`src/rtl/enc_pkg.sv`:
```
// Shared definitions for the sequential 8-to-3 encoder: widths, FSM state
// encoding and the lowest-set-bit clear helper.
package enc_pkg;

    localparam int ENC_WIDTH = 8;
    localparam int ENC_IDX_W = 3;

    typedef enum logic {
        IDLE  = 1'b0,
        DRAIN = 1'b1
    } state_e;

    // Clears the lowest set bit of a request vector.
    function automatic logic [ENC_WIDTH-1:0] lsb_clear(input logic [ENC_WIDTH-1:0] vec);
        return vec & (vec - {{(ENC_WIDTH-1){1'b0}}, 1'b1});
    endfunction

endpackage : enc_pkg

```
`src/rtl/prio_enc_lsb.sv`:
```
// Combinational lowest-set-bit priority encoder. For an all-zero vector the
// index is 0 and 'any' is low.
module prio_enc_lsb #(
    parameter int WIDTH = 8,
    parameter int IDX_W = 3
) (
    input  logic [WIDTH-1:0] vec,
    output logic [IDX_W-1:0] idx,
    output logic             any
);

    logic found_s;

    // Scan upward and latch onto the first set bit found.
    always_comb begin
        idx     = {IDX_W{1'b0}};
        found_s = 1'b0;
        for (int i = 0; i < WIDTH; i++) begin
            if (vec[i] && !found_s) begin
                idx     = IDX_W'(i);
                found_s = 1'b1;
            end else begin
                idx     = idx;
                found_s = found_s;
            end
        end
    end

    assign any = |vec;

endmodule : prio_enc_lsb

```
`src/rtl/encoder_8x3_seq.sv`:
```
// Sequential 8-to-3 encoder: captures a request vector and emits the index of
// every set bit, lowest first, one per output handshake.
// Optional feature macro: ENC_LAST_EN adds the out_last port.
module encoder_8x3_seq
    import enc_pkg::*;
#(
    parameter int WIDTH = ENC_WIDTH,
    parameter int IDX_W = ENC_IDX_W
) (
    input  logic             clk,
    input  logic             rst,
    input  logic             en,
    input  logic [WIDTH-1:0] d,
    input  logic             in_valid,
    output logic             in_ready,
    output logic [IDX_W-1:0] y,
    output logic             out_valid,
    input  logic             out_ready,
    output logic             zero_vec
`ifdef ENC_LAST_EN
    ,
    output logic             out_last
`endif
);

    localparam logic [WIDTH-1:0] VEC_ZERO = {WIDTH{1'b0}};

    state_e           state_q,     state_d;
    logic [WIDTH-1:0] pending_q,   pending_d;
    logic [IDX_W-1:0] y_q,         y_d;
    logic             out_valid_q, out_valid_d;
    logic             zero_vec_q,  zero_vec_d;
    logic [IDX_W-1:0] enc_idx_s;
    logic             enc_any_s;
    logic             in_ready_s;
`ifdef ENC_LAST_EN
    logic             out_last_q,  out_last_d;
`endif

    // Capture is only possible when idle and enabled; held low while in reset.
    assign in_ready_s = en & (state_q == IDLE) & ~rst;

    // The encoder looks at the next pending value so y/out_valid can be
    // registered and still line up with the pending bits they describe.
    prio_enc_lsb #(
        .WIDTH (WIDTH),
        .IDX_W (IDX_W)
    ) u_prio_enc (
        .vec (pending_d),
        .idx (enc_idx_s),
        .any (enc_any_s)
    );

    // Next-state logic: capture in IDLE, retire one bit per accepted beat in DRAIN.
    always_comb begin
        state_d    = state_q;
        pending_d  = pending_q;
        zero_vec_d = 1'b0;
        case (state_q)
            IDLE: begin
                if (in_valid && in_ready_s) begin
                    if (d != VEC_ZERO) begin
                        pending_d = d;
                        state_d   = DRAIN;
                    end else begin
                        zero_vec_d = 1'b1;
                    end
                end else begin
                    state_d = IDLE;
                end
            end
            DRAIN: begin
                if (out_valid_q && out_ready) begin
                    pending_d = lsb_clear(pending_q);
                    if (pending_d == VEC_ZERO) begin
                        state_d = IDLE;
                    end else begin
                        state_d = DRAIN;
                    end
                end else begin
                    state_d = DRAIN;
                end
            end
            default: begin
                state_d   = IDLE;
                pending_d = VEC_ZERO;
            end
        endcase
    end

    // Output values derived from the next pending vector, registered below.
    always_comb begin
        y_d         = enc_idx_s;
        out_valid_d = enc_any_s;
`ifdef ENC_LAST_EN
        out_last_d  = enc_any_s & (lsb_clear(pending_d) == VEC_ZERO);
`endif
    end

    // State and registered outputs; reset drops out_valid immediately.
    always_ff @(posedge clk or posedge rst) begin
        if (rst) begin
            state_q     <= IDLE;
            pending_q   <= VEC_ZERO;
            y_q         <= {IDX_W{1'b0}};
            out_valid_q <= 1'b0;
            zero_vec_q  <= 1'b0;
`ifdef ENC_LAST_EN
            out_last_q  <= 1'b0;
`endif
        end else begin
            state_q     <= state_d;
            pending_q   <= pending_d;
            y_q         <= y_d;
            out_valid_q <= out_valid_d;
            zero_vec_q  <= zero_vec_d;
`ifdef ENC_LAST_EN
            out_last_q  <= out_last_d;
`endif
        end
    end

    assign in_ready  = in_ready_s;
    assign y         = y_q;
    assign out_valid = out_valid_q;
    assign zero_vec  = zero_vec_q;
`ifdef ENC_LAST_EN
    assign out_last  = out_last_q;
`endif

endmodule : encoder_8x3_seq

```
`config.mk`:
```
export PLATFORM = sky130hd
export DESIGN_NAME = encoder_8x3_seq
export DESIGN_NICKNAME = d
export VERILOG_FILES = /design/src/rtl/enc_pkg.sv /design/src/rtl/prio_enc_lsb.sv /design/src/rtl/encoder_8x3_seq.sv
export SDC_FILE = /design/constraint.sdc
export NUM_CORES = 1
export LEC_CHECK = 0
export ABC_AREA = 1
export BUFFER_PORTS_ARGS = -buffer_cell sky130_fd_sc_hd__buf_2
export CORE_ASPECT_RATIO = 1.2
export CORE_UTILIZATION = 30
export CTS_CLUSTER_SIZE = 16
export DETAILED_ROUTE_END_ITERATION = 6
export GPL_ROUTABILITY_DRIVEN = 0
export PLACE_DENSITY = 0.48
export SLEW_MARGIN = 20
export SYNTH_ARGS = -nofsm -noshare
export SYNTH_HDL_FRONTEND = slang
export SYNTH_SLANG_ARGS = --single-unit
```
`constraint.sdc`:
```
create_clock -name clk -period 1.5 [get_ports clk]
set_input_delay 0.075 -clock clk [delete_from_list [all_inputs] [get_ports clk]]
set_output_delay 0.075 -clock clk [all_outputs]
set_load 0.05 [all_outputs]
```
**Word-level counts from Yosys, hierarchy flattened**

Index checks and enable logic that the tools add are counted.

- Flip-flop bits (word level): 14
- Input port bits: 13
- Output and inout port bits: 6
- Word-level logic and storage cells: 56

- Add/sub/neg operators: 1
- Mux-type cells: 26
- Bitwise gates (word level): 5
- Reductions and logical operators: 19

Operators with widths:

| cell | count |
|---|---|
| $mux W8 | 3 |
| $pmux W8 S2 | 1 |
| $mux W1 | 15 |
| $mux W3 | 4 |
| $logic_and A1 B1 Y1 | 9 |
| $and A8 B8 Y8 | 1 |
| $logic_not A8 Y1 | 1 |
| $reduce_bool A8 Y1 | 1 |
| $reduce_or A8 Y1 | 1 |
| $sub A8 B1 Y8 const B | 1 |
| $logic_not A1 Y1 | 7 |
| $mux W2 | 2 |
| $and A1 B1 Y1 | 2 |
| $not A1 Y1 | 2 |
| $pmux W1 S2 | 1 |

**Logic depth before layout (Yosys ltp)**

Gate-level depths: netlist of the first run.

- Depth in word-level cells: 28
- Gate-level depth with buffers: 14
- Depth with buffers taken out: 14

**By module**

A second synthesis of the first run with hierarchy kept.

- Cell total of the unflattened synthesis: 117
- Area total of the unflattened synthesis: 853.3 sq um

By module, submodules not included:

| module | instances | cells each | area each (sq um) | seq. area each (sq um) |
|---|---|---|---|---|
| encoder_8x3_seq | 1 | 95 | 745.7 | 350.3 |
| prio_enc_lsb | 1 | 22 | 107.6 | 0.0 |

**Least setup slack after synthesis of the first run**

Ideal clock, no wire load.

- Path kind: flip-flop to flip-flop
- From: register out_valid_q (netlist: out_valid)
- To: register y_q[2] (netlist: y[2])
- Setup time: 0.127 ns
- Arrival: 1.559 ns
- Data required time: 1.373 ns
- Slack: -0.186 ns
- Stages on the path, launching flop included: 8
- Path buffers: 0
- Period minus slack after synthesis: 1.686 ns
- Cell sequence: dfrtp_1 nand2_1 inv_1 o21ai_0 o21ai_2 inv_1 o31ai_1 nand2_1

- Elaborated cells on any way between the ends: 28
- Those cells by class: mux (13); reduce/logical (15)

RTL lines:

| element | RTL line | text |
|---|---|---|
| start, declared | encoder_8x3_seq.sv:31 | `logic out_valid_q, out_valid_d;` |
| start signal, assigned | encoder_8x3_seq.sv:115 | `out_valid_q <= out_valid_d;` |
| $logic_and A1 B1 Y1 (*) | encoder_8x3_seq.sv:73 | `if (out_valid_q && out_ready) begin` |
| $mux W8 (*) | encoder_8x3_seq.sv:73 |  |
| $pmux W8 S2 (*) | encoder_8x3_seq.sv:59 | `case (state_q)` |
| via pending_d[4] | encoder_8x3_seq.sv:29 | `logic [WIDTH-1:0] pending_q, pending_d;` |
| $logic_and A1 B1 Y1 (*) | prio_enc_lsb.sv:19 | `if (vec[i] && !found_s) begin` |
| $mux W1 | prio_enc_lsb.sv:19 |  |
| $logic_not A1 Y1 | prio_enc_lsb.sv:19 |  |
| $logic_and A1 B1 Y1 | prio_enc_lsb.sv:19 |  |
| $mux W1 | prio_enc_lsb.sv:19 |  |
| $logic_not A1 Y1 | prio_enc_lsb.sv:19 |  |
| $logic_and A1 B1 Y1 | prio_enc_lsb.sv:19 |  |
| $mux W1 | prio_enc_lsb.sv:19 |  |
| $logic_not A1 Y1 | prio_enc_lsb.sv:19 |  |
| $logic_and A1 B1 Y1 | prio_enc_lsb.sv:19 |  |
| $mux W3 (*) | prio_enc_lsb.sv:19 |  |
| via enc_idx_s[2] | encoder_8x3_seq.sv:33 | `logic [IDX_W-1:0] enc_idx_s;` |
| end signal, assigned | encoder_8x3_seq.sv:105 | `y_q <= {IDX_W{1'b0}};` |
| end signal, assigned | encoder_8x3_seq.sv:114 | `y_q <= y_d;` |
| end, declared | encoder_8x3_seq.sv:30 | `logic [IDX_W-1:0] y_q, y_d;` |

The timed path passes the listed nets; every way through them passes the cells marked *.

**Final worst setup path of the first run**

- From: register state_q
- To: register y_q[2] (netlist: y[2])

- Longest elaborated chain between the ends: 28
- Elaborated cells on any way between the ends: 31
- Those cells by class: mux (13); bitwise (3); reduce/logical (15)

Ends and longest elaborated chain:

| element | RTL line | text |
|---|---|---|
| start, declared | encoder_8x3_seq.sv:28 | `state_e state_q, state_d;` |
| start signal, assigned | encoder_8x3_seq.sv:112 | `state_q <= state_d;` |
| $not A1 Y1 | -- |  |
| $and A1 B1 Y1 (2 in a row) | encoder_8x3_seq.sv:41 | `assign in_ready_s = en & (state_q == IDLE) & ~rst;` |
| $logic_and A1 B1 Y1 | encoder_8x3_seq.sv:61 | `if (in_valid && in_ready_s) begin` |
| $mux W8 | encoder_8x3_seq.sv:61 |  |
| $pmux W8 S2 (*) | encoder_8x3_seq.sv:59 |  |
| $mux W1 | prio_enc_lsb.sv:19 |  |
| $logic_not A1 Y1 | prio_enc_lsb.sv:19 |  |
| $logic_and A1 B1 Y1 | prio_enc_lsb.sv:19 |  |
| [12 not listed] | -- |  |
| $mux W1 | prio_enc_lsb.sv:19 |  |
| $logic_not A1 Y1 | prio_enc_lsb.sv:19 |  |
| $logic_and A1 B1 Y1 | prio_enc_lsb.sv:19 |  |
| $mux W1 | prio_enc_lsb.sv:19 |  |
| $logic_not A1 Y1 | prio_enc_lsb.sv:19 |  |
| $logic_and A1 B1 Y1 | prio_enc_lsb.sv:19 |  |
| $mux W3 (*) | prio_enc_lsb.sv:19 |  |
| via enc_idx_s[2] | encoder_8x3_seq.sv:33 |  |

Marked as above.

==> impl_metrics.tcl, run 1 <==
set metrics [dict create \
    status "finished with violations" \
    violations "negative setup slack" \
    p_per_area_nw_per_um2 1680 \
    p_leak_nw 0.806 \
    total_power_mw 2.30 \
    required_ns 1.67 \
    p_clk_share_pct 11.9 \
    yosysUniqueCellTypes 22 \
    clock_path_buffers 2 \
    end_kind "flop" \
    fin_crit_ns 1.59 \
    wl_per_cell_um 10.7 \
    fin_util_pct 48.3 \
    drv_slew 0 \
    synth_area_leaders "dfrtp_1, nand2_1, inv_1, nand2_2, o21ai_0" \
    cts_tree "yes" \
    vdd_drop_max_mv 1.06 \
    hp-class "input port to flop" \
    hpwl_mm 1.87 \
    p_sw_mw 1.04 \
    fillCellCount 295 \
    grt_pass1_wl_mm 3.93 \
    core.rowCount 21 \
    grt_max_degree 15 \
    fin_crit_sh_pct 106 \
    portBuffers 18 \
    drt_iter0_drc 16 \
    grt-ovfl-total 0 \
    area_delta_synth_final_pct 50.4 \
    start_util_pct 32.1 \
    p_sw_share_pct 45.2 \
    io_pins 19 \
    die-area_sq_um 3260 \
    crit_top_cell "buf_4" \
    dp_slack_ns -0.105 \
    stdcell_area_sq_um 1370 \
    slew_headroom_pct 79.0 \
    worst-path-max-fanout 4 \
    ys_warn_count 0 \
    htreeDepth 1 \
    drv_cap 0 \
    layout-drive-gt1-share_pct 45.9 \
    syn_nets 140 \
    die_h_um 62.4 \
    crit_slowest_cell "dfrtp_1" \
    crit_type "flop to flop" \
    ant_nets 0 \
    place_inst 204 \
    layout_setup_ws_ns -0.0858 \
    layout.cells.non_filler 215 \
    vias_per_cell 4.55 \
    tightestPinTransition_ns 0.315 \
    grt_antenna_before_repair 0 \
    r2r_setup_slack_ns -0.09 \
    synth_area_leader_cell "dfrtp_1" \
    tns_ns -0.289 \
    dr.pass1.iters 4 \
    ys_seq_area_share_pct 38.5 \
    finalHoldViolations 0 \
    grt_setup_unrepaired "yes" \
    critPathArrivalTime_ns 1.76 \
    clock.fmax_ghz 0.631 \
    vias 979 \
    num_antenna_cells 0 \
    cts.sinks 14 \
    root_buffer "clkbuf_4" \
    post_dp_cell_area_sq_um 1230 \
    comb_power_share_pct 63.0 \
    grtUsageTotal_pct 16.0 \
    synth-seq-cells 14 \
    timing.hold.ws_ns 0.152 \
    p_seq_share_pct 25.1 \
    drc_errors 0 \
    finalSetupViolations 4 \
    grt_pass1_vias 997 \
    coreArea_sq_um 2840 \
    slowest_delay_ns 0.40 \
    p_int_mw 1.26 \
    fin_skew_ns 0.00518 \
    die_w_um 52.3 \
    synthCells 127 \
    critPathLaunchType "flop" \
    worstSkewPairLatency_ns 0.28 \
    synth_top_area_share_pct 38.5 \
    cts_buffers 3 \
    syn_area_sq_um 911 \
    fin_nets 195 \
    drt_wl_total_mm 2.30 \
    clkTransAtPathRegs_ns 0.09 \
    syn_area_per_cell_sq_um 7.17 \
    path_cells "inv_2, nand3_4, nor2_8, buf_4, buf_4, nand2_2, nand2_2, nand2_4, nand2_4, nor2_4, buf_4, o31ai_1, nand2_1" \
]
sequential cells by signal, summed over array words and instances (netlist names):
register and cells:
pending_q 8, state_q 1, zero_vec 1, y 3, out_valid 1
final timing paths:
path / startpoint / endpoint / cells after the start
setup / recovery: state_q / y[2] / 13
hold / removal: d[6] / pending_q[6] / 3
setup reg to reg: state_q / y[2] / 13
hold reg to reg: state_q / state_q / 3
max in group asynchronous: rst / out_valid / 4
min in group asynchronous: rst / pending_q[5] / 4
cells by family after synthesis:
family / count (synthesis) / synth area share, %
buf+inv: 25 / 10.3
flops: 14 / 38.5
compound gates: 17 / 11.3
simple gates: 71 / 40.0
layout make-up:
type,instances,area [sq um],share of cell area (%)
Sequential cell,14,352,25.7
Timing Repair Buffer,50,333,24.3
Clock buffer,4,36.3,2.65
Multi-Input combinational cell,88,513,37.4
Inverter,25,93.8,6.85
Tap cell,34,42.5,3.11
placed cells by master (no fill, tap or decap), drive strengths merged:
master,count
nand2,49
buf,49
inv,25
dfrtp,14
nor2,10
o21ai,10
nand3,8
a21oi,4
clkbuf,4
nor3,2
nand3b,1
a22oi,1
o31a,1
nand4,1
o31ai,1
dlygate4sd3,1
metal layers:
| metal | wire length (um) | GRT usage, % | vias up |
|---|---|---|---|
| met1 | 975 | 19.2 | 444 |
| met5 | 0 | 0 | - |
| met4 | 41 | 7.57 | 0 |
| met3 | 134 | 2.45 | 5 |
| met2 | 1150 | 26.9 | 31 |
| li1 | - | - | 499 |
what timing repair did:
item	4_1_cts	5_1_grt
resized for setup	3	15
hold buffers	1	0
endpoints found under the setup margin	5	6
pin swaps	2	6
setup buffers	5	1
hold endpoints to repair	14	0
synthesized netlist by cell type, drive strengths merged:
master  count
nand3       8
o31ai       1
inv        25
o31a        1
nor3        2
a21oi       4
nor2       10
nand3b      1
nand4       1
nand2      49
dfrtp      14
a22oi       1
o21ai      10
power by group through the flow:
stage	Combinational, mW	Clock (mW)	Sequential [mW]
floorplan	0.660	0	0.744
global placement	1.28	0	0.579
detailed placement	1.29	0	0.580
CTS	1.40	0.283	0.573
global route	1.60	0.298	0.593
finish	1.45	0.272	0.577
critical path: cells and delay by family, from the launching register on:
family / cells / cell delay (ns)
DFF: 1 / 0.40
AOI/OAI and AO/OA: 1 / 0.06
buffers and inverters: 4 / 0.42
and+or+nand+nor: 8 / 0.58
No activity file was read; power rests on OpenSTA's default activity.
==> run 2: changes to the inputs <==
Settings changed: CORE_ASPECT_RATIO 1.2 to 0.7, CORE_UTILIZATION 30 to 40, PLACE_DENSITY 0.48 to 0.61, SLEW_MARGIN 20 to not set.
==> impl_metrics.tcl, run 2 (synthesized netlist as in run 1, its figures left out) <==
set metrics [dict create \
    status "finished with violations" \
    violations "negative setup slack" \
    grt_setup_unrepaired "yes" \
    tns_ns -0.436 \
    hp-class "input port to flop" \
    critPathLaunchType "flop" \
    crit_family "simple AND/OR/NAND/NOR gates" \
    dp_slack_ns -0.0992 \
    htreeDepth 1 \
    layout-drive-gt1-share_pct 45.6 \
    portBuffers 18 \
    tightestPinTransition_ns 0.332 \
    p_leak_nw 0.814 \
    num_antenna_cells 0 \
    drv_cap 0 \
    crit_type "flop to flop" \
    cts.sinks 14 \
    grtUsageMet3_pct 6.85 \
    fin_skew_ns 0.0117 \
    slowest_delay_ns 0.40 \
    grt_antenna_before_repair 0 \
    dr.pass1.iters 4 \
    final_cell_mix "nand2_1, buf_4, inv_1" \
    drt_iter0_drc 39 \
    r2r_end "y[0]" \
    root_buffer "clkbuf_4" \
    critPathArrivalTime_ns 1.85 \
    vias_per_cell 4.42 \
    vdd_drop_max_mv 0.682 \
    fin_crit_ns 1.63 \
    r2r_setup_slack_ns -0.13 \
    finalSetupViolations 4 \
    grt-ovfl-total 0 \
    wl_per_cell_um 10.7 \
    required_ns 1.72 \
    drv_slew 0 \
    largest_register "pending_q" \
    cts_tree "yes" \
    io_pins 19 \
    path_depth 13 \
    crit_top_cell "nand2_2" \
    seqCellArea_sq_um 352 \
    crit_end "y[0]" \
    fillCellCount 209 \
    area_delta_synth_final_pct 50.7 \
    grt_max_degree 15 \
    worstReg2RegStart "state_q" \
    busiest_layer "met2" \
    slew_headroom_pct 77.9 \
    total_power_mw 2.29 \
    grt_use_met1_pct 26.2 \
    clock.fmax_ghz 0.614 \
    cts_buffers 3 \
    die_h_um 41.9 \
    clkTransAtPathRegs_ns 0.09 \
    gr-usage-met2_pct 33.4 \
    finalHoldViolations 0 \
    start_util_pct 42.3 \
    path_buf_inv 1 \
    ant_nets 0 \
    grtUsageTotal_pct 20.5 \
    startpoint "state_q" \
    drc_errors 0 \
    fin_nets 194 \
    grt_pass1_wl_mm 3.70 \
    layout_setup_ws_ns -0.127 \
    final_common_cell "nand2_1" \
    coreArea_sq_um 2150 \
    drt_wl_total_mm 2.27 \
    fin_crit_sh_pct 108 \
    worst-path-max-fanout 8 \
    multi_input_area_sq_um 522 \
    crit_slowest_cell "dfrtp_1" \
    core.rowCount 14 \
    vias 936 \
    path_cells "inv_2, nand3_4, nor2_8, nand2_4, nand2_2, nand2_2, nand2_2, nand2_4, nor2_4, nand3_2, nor2_4, nand2_2, nand2_1" \
    reg2regPathDepth 13 \
    end_kind "flop" \
    clock_path_buffers 2 \
    grt_pass1_vias 931 \
    die_w_um 59.0 \
    hpwl_mm 1.79 \
    worstSkewPairLatency_ns 0.29 \
    largest_reg_flops 8 \
    timing.hold.ws_ns 0.147 \
    die-area_sq_um 2480 \
    p_per_area_nw_per_um2 1670 \
]
## run 2: cell count changes in the layout (fill, tap and decap cells not counted)
cell	previous run	this run
nor2_2	1	0
nand3_2	1	3
inv_2	2	1
buf_6	0	1
nand2_2	12	11
o21ai_2	2	3
o21ai_0	3	2
nor2_1	6	7
buf_4	31	29
nand3_1	6	4
nand2_1	33	34
inv_1	23	24
## run 2: tightest hold or removal path, cell delays in order
cell and delay [ns]:
buf_2 0.10, nand2_1 0.08, a22oi_2 0.11
## run 2: worst min-delay path by stage
stage          startpoint      endpoint  slack, ns  cells past startpoint
2_1_floorplan         rst  pending_q[0]     -0.006                      1
3_3_place_gp          rst  pending_q[7]       0.19                      3
3_5_place_dp          rst  pending_q[6]       0.19                      3
4_1_cts              d[6]  pending_q[6]       0.15                      3
5_1_grt              d[6]  pending_q[6]       0.16                      3
6_report             d[6]  pending_q[6]       0.15                      3
## run 2: stage by stage
| stage | cells | area, sq um | utilization [%] |
|---|---|---|---|
| finish | 212 | 1370 | 63.7 |
| global route | 212 | 1370 | 63.7 |
| CTS | 209 | 1300 | 60.2 |
| detailed placement | 202 | 1230 | 57.1 |
| global placement | 202 | 1230 | 57.1 |
| floorplan | 127 | 912 | - |
## run 2: area by class of cell
cell class / instances / share of cell area (%)
repair buffers: 49 / 24.0
flip-flops and latches: 14 / 25.6
clock buffers: 4 / 2.64
well taps: 32 / 2.92
multi-input cells: 88 / 38.0
inverters: 25 / 6.84
## run 2: power breakdown
| group | internal, mW | switching, mW |
|---|---|---|
| logic | 0.594 | 0.845 |
| registers | 0.500 | 0.0822 |
| clock network | 0.148 | 0.123 |
## run 2: metal layers
| metal | vias to the layer above | wire, um |
|---|---|---|
| met5 | - | 0 |
| met4 | 0 | 0 |
| li1 | 498 | - |
| met1 | 422 | 1120 |
| met2 | 16 | 1080 |
| met3 | 0 | 73 |
## run 2: repair_timing
action / CTS / global route
endpoints found under the setup margin: 5 / 6
setup buffers: 2 / 3
hold buffers: 1 / 0
pin swaps: 2 / 7
endpoints found under the hold margin: 14 / 0
resized for setup: 3 / 17
==> run 3: changes to the inputs <==
Settings changed: CORE_MARGIN set to 5.
==> impl_metrics.tcl, run 3 (synthesized netlist as in run 1, its figures left out) <==
set metrics [dict create \
    required_ns 1.72 \
    cts_tree "yes" \
    clock_path_buffers 2 \
    fin_crit_sh_pct 107 \
    htreeDepth 1 \
    grt-ovfl-total 0 \
    finalHoldViolations 0 \
    worstSkewPairLatency_ns 0.28 \
    end_kind "flop" \
    path_buf_inv 1 \
    crit_top_cell "nand2_2" \
    layout_setup_ws_ns -0.109 \
    dr_wl_met2_mm 1.12 \
    fin_crit_ns 1.61 \
    p_clk_share_pct 10.0 \
    start_util_pct 42.3 \
    portBuffers 18 \
    finalSetupViolations 4 \
    wl_met3_um 113 \
    die-area_sq_um 3350 \
    root_buffer "clkbuf_4" \
    layout-drive-gt1-share_pct 44.7 \
    multi_input_area_sq_um 504 \
    ant_nets 0 \
    area_delta_synth_final_pct 46.4 \
    comb_power_share_pct 64.2 \
    fin_nets 193 \
    coreArea_sq_um 2150 \
    worst-path-max-fanout 7 \
    crit_family "simple AND/OR/NAND/NOR gates" \
    cts.sinks 14 \
    clkTransAtPathRegs_ns 0.08 \
    top_layer "met4" \
    tightestPinTransition_ns 0.346 \
    largest_register "pending_q" \
    hpwl_mm 1.88 \
    vdd_drop_max_mv 0.873 \
    grt_setup_unrepaired "yes" \
    p_sw_mw 1.02 \
    grt_pass1_wl_mm 3.97 \
    dr.pass1.iters 4 \
    path_cells "inv_2, nand3_4, nor2_8, nand2_4, nand2_2, nand2_2, nand2_2, nand2_2, nor2_4, nand3_2, nor2_4, nand2_2, nand2_1" \
    grt_max_degree 15 \
    largest_reg_flops 8 \
    die_w_um 67.0 \
    fillCellCount 197 \
    final_common_cell "nand2_1" \
    drc_errors 0 \
    slowest_delay_ns 0.40 \
    critPathLaunchType "flop" \
    wl_per_cell_um 11.0 \
    drv_cap 0 \
    slew_headroom_pct 76.9 \
    crit_type "flop to flop" \
    grt_pass1_vias 923 \
    num_antenna_cells 0 \
    tns_ns -0.397 \
    drt_iter0_drc 30 \
    p_int_mw 1.20 \
    fin_skew_ns 0.00158 \
    violations "negative setup slack" \
    final_cell_mix "nand2_1, buf_4, inv_1" \
    clock.fmax_ghz 0.622 \
    drt-met1-wl_mm 1.07 \
    core.rowCount 14 \
    critPathArrivalTime_ns 1.83 \
    hp-class "input port to flop" \
    timing.hold.ws_ns 0.156 \
    seqCellArea_sq_um 352 \
    p_seq_share_pct 25.9 \
    p_per_area_nw_per_um2 1660 \
    die_h_um 49.9 \
    worstReg2RegStart "state_q" \
    hold_start "d[6]" \
    drv_slew 0 \
    grtUsageTotal_pct 15.1 \
    crit_slowest_cell "dfrtp_1" \
    cts_buffers 3 \
    startpoint "state_q" \
    drt_wl_total_mm 2.31 \
    grt_antenna_before_repair 0 \
    status "finished with violations" \
    p_leak_nw 0.785 \
    p_sw_share_pct 46.1 \
    vias 933 \
    vias_per_cell 4.42 \
    io_pins 19 \
]
## run 3: cell types whose count changed in the layout (fill, tap and decap cells not counted), sizes merged
| cell | change |
|---|---|
| buf | -1 |
## run 3: repair_timing
item,in CTS,in global routing
gates resized for setup,3,13
buffers inserted,2,2
pin swaps,3,7
hold endpoints to repair,14,0
setup endpoints to repair,5,8
hold buffers,1,0
## run 3: stage by stage
| stage | util, % | std cells | instance area [sq um] | setup slack [ns] | power (mW) |
|---|---|---|---|---|---|
| detailed placement | 57.1 | 202 | 1230 | -0.154 | 1.90 |
| global route | 61.9 | 211 | 1330 | -0.239 | 2.41 |
| finish | 61.9 | 211 | 1330 | -0.109 | 2.22 |
| global placement | 57.1 | 202 | 1230 | -0.0875 | 1.86 |
| CTS | 59.7 | 209 | 1290 | -0.170 | 2.14 |
| floorplan | - | 127 | 912 | -0.0788 | 1.40 |
## run 3: layout make-up
cell class              count  area share (%)
clock buffers               4            1.97
inverters                  25            7.04
repair buffers             48            23.8
flip-flops and latches     14            26.4
multi-input cells          88            37.8
well taps                  32            3.00
## run 3: worst min-delay path, delay by kind of cell
family	cells	cell delay, ns
buffers and inverters	1	0.10
AOI/OAI and AO/OA	1	0.11
and+or+nand+nor	1	0.08
## run 3: power by group through the flow
stage	clock network [mW]	registers [mW]	logic (mW)
2_1_floorplan	0	0.744	0.660
3_3_place_gp	0	0.575	1.29
3_5_place_dp	0	0.580	1.32
4_1_cts	0.224	0.572	1.34
5_1_grt	0.248	0.591	1.57
6_report	0.221	0.574	1.42
## run 3: worst paths after layout
| path | endpoint | slack (ns) | depth (start not counted) |
|---|---|---|---|
| setup / recovery | y[2] | -0.11 | 13 |
| hold / removal | pending_q[6] | 0.16 | 3 |
| setup reg to reg | y[2] | -0.11 | 13 |
| hold reg to reg | state_q | 0.67 | 3 |
| max in group asynchronous | out_valid | 0.88 | 4 |
| min in group asynchronous | pending_q[7] | 0.44 | 4 |
## run 3: per-layer routing
metal | global-route usage (%) | vias up
met2 | 25.0 | 15
li1 | - | 498
met3 | 4.77 | 2
met5 | 0 | -
met1 | 19.9 | 418
met4 | 1.01 | 0
